==> config.mk <==
export PLATFORM = sky130hd
export DESIGN_NAME = uart_rx_sequencer_flat
export DESIGN_NICKNAME = d
export VERILOG_FILES = /design/src/rtl/uart_rx_sequencer_if.sv /design/src/rtl/uart_rx_sequencer.sv /design/src/flat_wrapper.sv
export SDC_FILE = /design/constraint.sdc
export NUM_CORES = 1
export LEC_CHECK = 0
export CAP_MARGIN = 0
export CORE_MARGIN = 4
export CORE_UTILIZATION = 40
export CTS_CLUSTER_SIZE = 12
export DETAILED_ROUTE_END_ITERATION = 7
export PLACE_DENSITY = 0.72
export REMOVE_ABC_BUFFERS = 1
export SYNTH_ARGS = -nofsm -noshare
export SYNTH_HDL_FRONTEND = slang
export SYNTH_SLANG_ARGS = --single-unit
export TNS_END_PERCENT = 10
==> constraint.sdc <==
create_clock -name clk -period 1.8 [get_ports clk]
set_input_delay 0.54 -clock clk [delete_from_list [all_inputs] [get_ports clk]]
set_output_delay 0.54 -clock clk [all_outputs]
set_load 0.05 [all_outputs]
==> src/rtl/uart_rx_sequencer_if.sv <==
// Consumer-side bus of the UART receiver: held character, status flags and the acknowledge.
// master = receiver, slave = consumer.
interface uart_rx_sequencer_if;
  logic       ack;
  logic       recvStart;
  logic       charRec;
  logic [7:0] dataOut;
  logic       dataValid;
  logic       frameErr;
  logic       overrun;
  logic       parityErr;

  modport master (
    input  ack,
    output recvStart, charRec, dataOut, dataValid, frameErr, overrun, parityErr
  );

  modport slave (
    output ack,
    input  recvStart, charRec, dataOut, dataValid, frameErr, overrun, parityErr
  );
endinterface

==> src/rtl/uart_rx_sequencer.sv <==
// 16x-oversampling UART receiver with a one-character holding register and sticky error flags.
// Optional even-parity bit reception is enabled by defining UART_RX_PARITY_EN.
module uart_rx_sequencer (
  input  logic                clk,
  input  logic                rst,
  input  logic                serialIn,
  input  logic                sampleTick,
  uart_rx_sequencer_if.master rx
);
  localparam int DATA_W = 8;

`ifdef UART_RX_PARITY_EN
  typedef enum logic [2:0] {IDLE, START, DATA, PARITY, STOP} state_t;
`else
  typedef enum logic [2:0] {IDLE, START, DATA, STOP} state_t;
`endif

  function automatic logic even_parity(input logic [DATA_W-1:0] d);
    return ^d;
  endfunction

  state_t              state;
  logic                rx_p0, rx_p1;
  logic                rxs;
  logic [3:0]          tick_cnt;
  logic [2:0]          bit_idx;
  logic [DATA_W-1:0]   shift;
  logic [DATA_W-1:0]   data_out;
  logic                data_valid;
  logic                char_rec;
  logic                frame_err;
  logic                overrun_q;
  logic                ack_eff;
  logic                par_ok;
`ifdef UART_RX_PARITY_EN
  logic                par_bad;
  logic                parity_err;
  assign par_ok        = ~par_bad;
  assign rx.parityErr  = parity_err;
`else
  assign par_ok        = 1'b1;
  assign rx.parityErr  = 1'b0;
`endif

  assign rxs     = rx_p1;
  assign ack_eff = rx.ack & data_valid;

  always_ff @(posedge clk or negedge rst) begin
    if (!rst) begin
      rx_p0      <= 1'b1;
      rx_p1      <= 1'b1;
      state      <= IDLE;
      tick_cnt   <= '0;
      bit_idx    <= '0;
      shift      <= '0;
      data_out   <= '0;
      data_valid <= 1'b0;
      char_rec   <= 1'b0;
      frame_err  <= 1'b0;
      overrun_q  <= 1'b0;
`ifdef UART_RX_PARITY_EN
      par_bad    <= 1'b0;
      parity_err <= 1'b0;
`endif
    end else begin
      // p0 -> p1: two-flop synchronizer on the raw line
      rx_p0    <= serialIn;
      rx_p1    <= rx_p0;
      char_rec <= 1'b0;

      // Acknowledge clears first so that a same-cycle completion or error below wins.
      if (ack_eff) begin
        data_valid <= 1'b0;
        frame_err  <= 1'b0;
        overrun_q  <= 1'b0;
`ifdef UART_RX_PARITY_EN
        parity_err <= 1'b0;
`endif
      end

      case (state)
        IDLE: begin
          if (!rxs) begin
            state    <= START;
            tick_cnt <= '0;
`ifdef UART_RX_PARITY_EN
            par_bad  <= 1'b0;
`endif
          end
        end
        START: begin
          if (sampleTick) begin
            if (tick_cnt == 4'd7) begin
              tick_cnt <= '0;
              bit_idx  <= '0;
              state    <= rxs ? IDLE : DATA;
            end else begin
              tick_cnt <= tick_cnt + 4'd1;
            end
          end
        end
        DATA: begin
          if (sampleTick) begin
            tick_cnt <= tick_cnt + 4'd1;
            if (tick_cnt == 4'd15) begin
              shift   <= {rxs, shift[DATA_W-1:1]};
              bit_idx <= bit_idx + 3'd1;
              if (bit_idx == 3'd7) begin
`ifdef UART_RX_PARITY_EN
                state <= PARITY;
`else
                state <= STOP;
`endif
              end
            end
          end
        end
`ifdef UART_RX_PARITY_EN
        PARITY: begin
          if (sampleTick) begin
            tick_cnt <= tick_cnt + 4'd1;
            if (tick_cnt == 4'd15) begin
              state <= STOP;
              if (rxs != even_parity(shift)) begin
                par_bad    <= 1'b1;
                parity_err <= 1'b1;
              end
            end
          end
        end
`endif
        STOP: begin
          if (sampleTick) begin
            tick_cnt <= tick_cnt + 4'd1;
            if (tick_cnt == 4'd15) begin
              state <= IDLE;
              if (!rxs) begin
                frame_err <= 1'b1;
              end else if (par_ok) begin
                data_out   <= shift;
                char_rec   <= 1'b1;
                data_valid <= 1'b1;
                if (data_valid && !rx.ack) overrun_q <= 1'b1;
              end
            end
          end
        end
        default: state <= IDLE;
      endcase
    end
  end

  assign rx.recvStart = (state != IDLE);
  assign rx.charRec   = char_rec;
  assign rx.dataOut   = data_out;
  assign rx.dataValid = data_valid;
  assign rx.frameErr  = frame_err;
  assign rx.overrun   = overrun_q;
endmodule
==> src/flat_wrapper.sv <==
// flat-port wrapper written by rule: the top's interface ports become plain ports
module uart_rx_sequencer_flat 
  (clk, rst, serialIn, sampleTick, rx_ack, rx_recvStart, rx_charRec, rx_dataOut, rx_dataValid, rx_frameErr, rx_overrun, rx_parityErr);
  uart_rx_sequencer_if rx_i ();
  input  logic clk;
  input  logic rst;
  input  logic serialIn;
  input  logic sampleTick;
  input wire logic [$bits(rx_i.ack)-1:0] rx_ack;
  output wire logic [$bits(rx_i.recvStart)-1:0] rx_recvStart;
  output wire logic [$bits(rx_i.charRec)-1:0] rx_charRec;
  output wire logic [$bits(rx_i.dataOut)-1:0] rx_dataOut;
  output wire logic [$bits(rx_i.dataValid)-1:0] rx_dataValid;
  output wire logic [$bits(rx_i.frameErr)-1:0] rx_frameErr;
  output wire logic [$bits(rx_i.overrun)-1:0] rx_overrun;
  output wire logic [$bits(rx_i.parityErr)-1:0] rx_parityErr;
  assign rx_i.ack = rx_ack;
  assign rx_recvStart = rx_i.recvStart;
  assign rx_charRec = rx_i.charRec;
  assign rx_dataOut = rx_i.dataOut;
  assign rx_dataValid = rx_i.dataValid;
  assign rx_frameErr = rx_i.frameErr;
  assign rx_overrun = rx_i.overrun;
  assign rx_parityErr = rx_i.parityErr;
  uart_rx_sequencer u_core (.clk(clk), .rst(rst), .serialIn(serialIn), .sampleTick(sampleTick), .rx(rx_i));
endmodule
* Word-level counts from Yosys, hierarchy flattened
Index checks and enable logic that the tools add are counted.
** Cells by class
- Eq/ne operators :: 15
- Mux-type cells :: 40
- Bitwise gates (word level) :: 1
- Reduce and logical (&&, ||, !) cells :: 12
- Add/sub/neg operators :: 2
** Operator list (count)
- $mux W3 :: 12
- $mux W1 :: 20
- $mux W4 :: 4
- $pmux W3 S4 :: 1
- $pmux W4 S3 :: 1
- $ne A2 B1 Y1 const B :: 5
- $ne A2 B2 Y1 const B :: 4
- $reduce_and A4 Y1 :: 2
- $reduce_and A8 Y1 :: 1
- $eq A3 B2 Y1 const B :: 2
- $pmux W3 S2 :: 1
- $reduce_bool A3 Y1 :: 2
- $reduce_and A5 Y1 :: 1
- $add A4 B1 Y4 const B :: 1
- $eq A4 B3 Y1 const B :: 1
- $eq A4 B4 Y1 const B :: 1
- $add A3 B1 Y3 const B :: 1
- $eq A3 B1 Y1 const B :: 1
- $eq A3 B3 Y1 const B :: 1
- $logic_not A3 Y1 :: 1
- $reduce_and A3 Y1 :: 1
- $mux W2 :: 1
- $reduce_bool A2 Y1 :: 1
- $reduce_or A2 Y1 :: 1
- 3 further kinds :: 3
** Storage, ports and cells
- Flip-flop bits (word level) :: 32
- Input bits :: 5
- Word-level logic and storage cells :: 81
- Output and inout bits :: 14

* Longest topological paths before layout
- Depth after elaboration :: 7
- Depth in mapped cells :: 5
- Depth with buffers taken out :: 5

* Worst setup path before layout
Ideal clock, no wire load.
- Path kind :: input to register
- From :: input sampleTick
- To :: register u_core.data_out[5], in the netlist u_core.rx.dataOut[5]
- Data required time :: 1.675 ns
- Buffers on the path :: 1
- Setup time :: 0.125 ns
- Cell stages on the path :: 5
- Arrival time :: 1.507 ns
- Setup slack :: 0.169 ns
- Path through :: clkbuf_1 > and2_1 > nand3_2 > inv_2 > mux2_2
** On the way
- Word-level cells in the longest chain between the ends :: 1
** RTL lines
- from (decl) :: RTL line flat_wrapper.sv:8 : input logic sampleTick;
- $reduce_and A4 Y1 (no line)
- to (signal assigned) :: RTL line uart_rx_sequencer.sv:140 : data_out <= shift;
- to (decl) :: RTL line uart_rx_sequencer.sv:28 : logic [DATA_W-1:0] data_out;
No other way between the ends.
A chain may end at the register's enable or synchronous reset.

* Worst setup path after layout
- From :: register u_core.tick_cnt[0]
- To :: register u_core.shift[6]
** On the way
- Word-level cells in the longest chain between the ends :: 2
** RTL lines
- from (decl) :: RTL line uart_rx_sequencer.sv:25 : logic [3:0] tick_cnt;
- from (signal assigned) :: RTL line uart_rx_sequencer.sv:98 : tick_cnt <= tick_cnt + 4'd1;
- from (signal assigned) :: RTL line uart_rx_sequencer.sv:104 : tick_cnt <= tick_cnt + 4'd1;
- from (signal assigned) :: RTL line uart_rx_sequencer.sv:134 : tick_cnt <= tick_cnt + 4'd1;
- $eq A4 B4 Y1 :: RTL line uart_rx_sequencer.sv:105 : if (tick_cnt == 4'd15) begin
- $reduce_and A3 Y1 (no line)
- to (signal assigned) :: RTL line uart_rx_sequencer.sv:106 : shift <= {rxs, shift[DATA_W-1:1]};
- to (decl) :: RTL line uart_rx_sequencer.sv:27 : logic [DATA_W-1:0] shift;
No other way between the ends.

==> flow_metrics.tcl <==
set metrics [dict create \
    ys.flop_type "dfrtp_1" \
    cts_root_buf "clkbuf_4" \
    clk_latency_ns 0.32 \
    fmax_mhz 581 \
    io_pins 19 \
    worst_ep_arrival_time_ns 1.93 \
    ir_drop_mv 0.490 \
    worstRegToRegCells 5 \
    dieHeight_um 67.4 \
    drv_cap 0 \
    synth.distinct_cells 39 \
    place_ws_ns -0.186 \
    status "finished, final reports clean" \
    initial_utilization 0.420 \
    drive_gt1_frac 0.426 \
    synth_edf_count 0 \
    portBuffers 17 \
    antenna_found_initial 0 \
    ys_seq_elements 31 \
    num_rows 21 \
    grt-ovfl-total 0 \
    vias 906 \
    worst_setup_path_end_kind "flop" \
    fin_nets 143 \
    crit_path_max_fanout 8 \
    h-tree-depth 2 \
    p_leak_uw 0.000843 \
    clkPwrFrac 0.238 \
    cts_buffers 5 \
    rsz0062_at_grt "no" \
    synthTopCellsByArea "dfrtp_1, mux2_2, dfstp_2, ha_1, nand2_1" \
    route.detailed.drc 0 \
    core_sq_um 3360 \
    diodes 0 \
    synthCells 109 \
    clk_path_buf_depth 2 \
    avgSynthCellArea_sq_um 12.9 \
    hp-class "flop to flop" \
    rrSetupSlack_ns 0.08 \
    p_sw_uw 630 \
    design.die.area_sq_um 4540 \
    crit_type "flop to flop" \
    routedWlPerCell_um 13.6 \
    swShare 0.329 \
    netlist_area_sq_um 1410 \
    place.gp.congestion 0.814 \
    yosysWarningCount 0 \
    dp_hpwl_mm 1.77 \
    seq_power_share 0.475 \
    finalHoldViolCount 0 \
    grt_pass1_wl_mm 4.31 \
    drv_slew 0 \
    p_int_uw 1280 \
    grt_max_degree 32 \
    fp.dieW_um 67.4 \
    track_usage 0.130 \
    worst_hold_path.num_cells 0 \
    grt_pass1_vias 922 \
    clock_skew_ns 0.00830 \
    powerDensity_nw_per_um2 1080 \
    clock_sinks 31 \
    clk_pin_slew_worst_paths_ns 0.09 \
    finalWorstSetupSlack_ns 0.0787 \
    async_flop_share 1.00 \
    dr.pass1.iters 4 \
    finalSetupViolCount 0 \
    period_minus_slack_ns 1.72 \
    yosysMostFrequentCell "dfrtp_1" \
    cts_tree "done" \
    drt.antenna.violating_nets 0 \
    synth_top_area_frac 0.514 \
    drt_iter0_markers 32 \
    routed_wl_mm 2.47 \
    start_kind "flop" \
    final.fill_count 303 \
    synthTopCellsByCount "dfrtp_1, mux2_2, nand2_1" \
    via_per_inst 4.98 \
    ys_seq_area_frac 0.551 \
    area_growth_pct 25.1 \
    dpl-instance-area_sq_um 1670 \
    comb_power_share 0.287 \
    crit_required_ns 2.01 \
    layout_worst_path_cycle_share 0.956 \
    postCtsHoldBufs 0 \
    yosysTopAreaCell "dfrtp_1" \
    final_cell_area_sq_um 1770 \
]
==> logic make-up (layout without fill, tap and decap cells) <==
group / after synthesis / after routing / share of synthesized area
xor gates and xnor gates: 2 / 2 / 0.0124
muxes: 20 / 20 / 0.157
buffers and inverters: 11 / 38 / 0.0434
AOI/OAI and AO/OA: 13 / 13 / 0.0789
other: 1 / 1 / 0.00266
adders and majority gates: 3 / 3 / 0.0266
and+or+nand+nor: 28 / 28 / 0.128
DFF: 31 / 31 / 0.551
==> cells in the final DEF (no fill, tap or decap), drive strengths merged, types with 2 or more instances in the layout <==
| cell type | n |
|---|---|
| clkbuf | 8 |
| nand2 | 10 |
| inv | 5 |
| ha | 3 |
| nor2b | 2 |
| o21ai | 2 |
| or3b | 2 |
| clkdlybuf4s50 | 4 |
| nor2 | 3 |
| nand3 | 4 |
| dfrtp | 29 |
| mux2 | 17 |
| nor3 | 2 |
| buf | 21 |
| dfstp | 2 |
| mux2i | 3 |
| o2bb2ai | 2 |
==> flip-flops by register name, summed over array words and instances (netlist names), named ones only <==
register	count
u_core.rx.frameErr	1
u_core.rx.charRec	1
u_core.state	2
u_core.tick_cnt	4
u_core.bit_idx	3
u_core.shift	8
u_core.rx_p0	1
u_core.rx.dataOut	8
u_core.rx.dataValid	1
u_core.rx_p1	1
==> layer usage <==
layer | track usage | share of wire
met1 | 0.155 | 0.43
met2 | 0.207 | 0.50
met3 | 0.0516 | 0.050
met4 | 0.0557 | 0.015
met5 | 0 | 0
==> worst paths after layout <==
path,start,to
setup / recovery,u_core.tick_cnt[0],u_core.shift[6]
hold / removal,u_core.rx_p0,u_core.rx_p1
setup reg to reg,u_core.tick_cnt[0],u_core.shift[6]
hold reg to reg,u_core.rx_p0,u_core.rx_p1
max in group asynchronous,rst,u_core.rx_p1
min in group asynchronous,rst,u_core.rx.dataOut[2]
==> power groups by stage <==
stage | Clock [uW] | Combinational [uW] | Sequential (uW)
finish | 456 | 549 | 909
global route | 505 | 603 | 929
CTS | 473 | 550 | 902
detailed placement | 0 | 471 | 951
global placement | 0 | 443 | 940
floorplan | 0 | 306 | 935
==> final cells by class <==
type | instances | area, sq um | share of cell area
Timing Repair Buffer | 25 | 260 | 0.147
Multi-Input combinational cell | 67 | 579 | 0.328
Inverter | 5 | 18.8 | 0.0106
Clock buffer | 8 | 68.8 | 0.0390
Sequential cell | 31 | 781 | 0.442
Tap cell | 46 | 57.6 | 0.0326
==> through the flow <==
stage,instances,util,setup TNS (ns),total power (uW),hold slack [ns]
6_report,182,0.525,0,1910,0.359
3_3_place_gp,172,0.497,-2.42,1380,0.346
2_1_floorplan,103,-,0,1240,0.244
3_5_place_dp,172,0.497,-3.04,1420,0.347
4_1_cts,182,0.523,0,1920,0.362
5_1_grt,182,0.525,0,2040,0.376
==> worst max-delay path, stage by stage, from the launching register on <==
cell and delay [ns]:
dfrtp_1 0.41, ha_1 0.33, nand4_4 0.15, nor3b_4 0.18, buf_4 0.20, mux2_2 0.34
==> timing repair <==
action / 4_1_cts / 5_1_grt
buffers inserted: 2 / 0
endpoints found under the setup margin: 1 / 2
resized for setup: 3 / 2
Power figures use the tool's default switching activity.
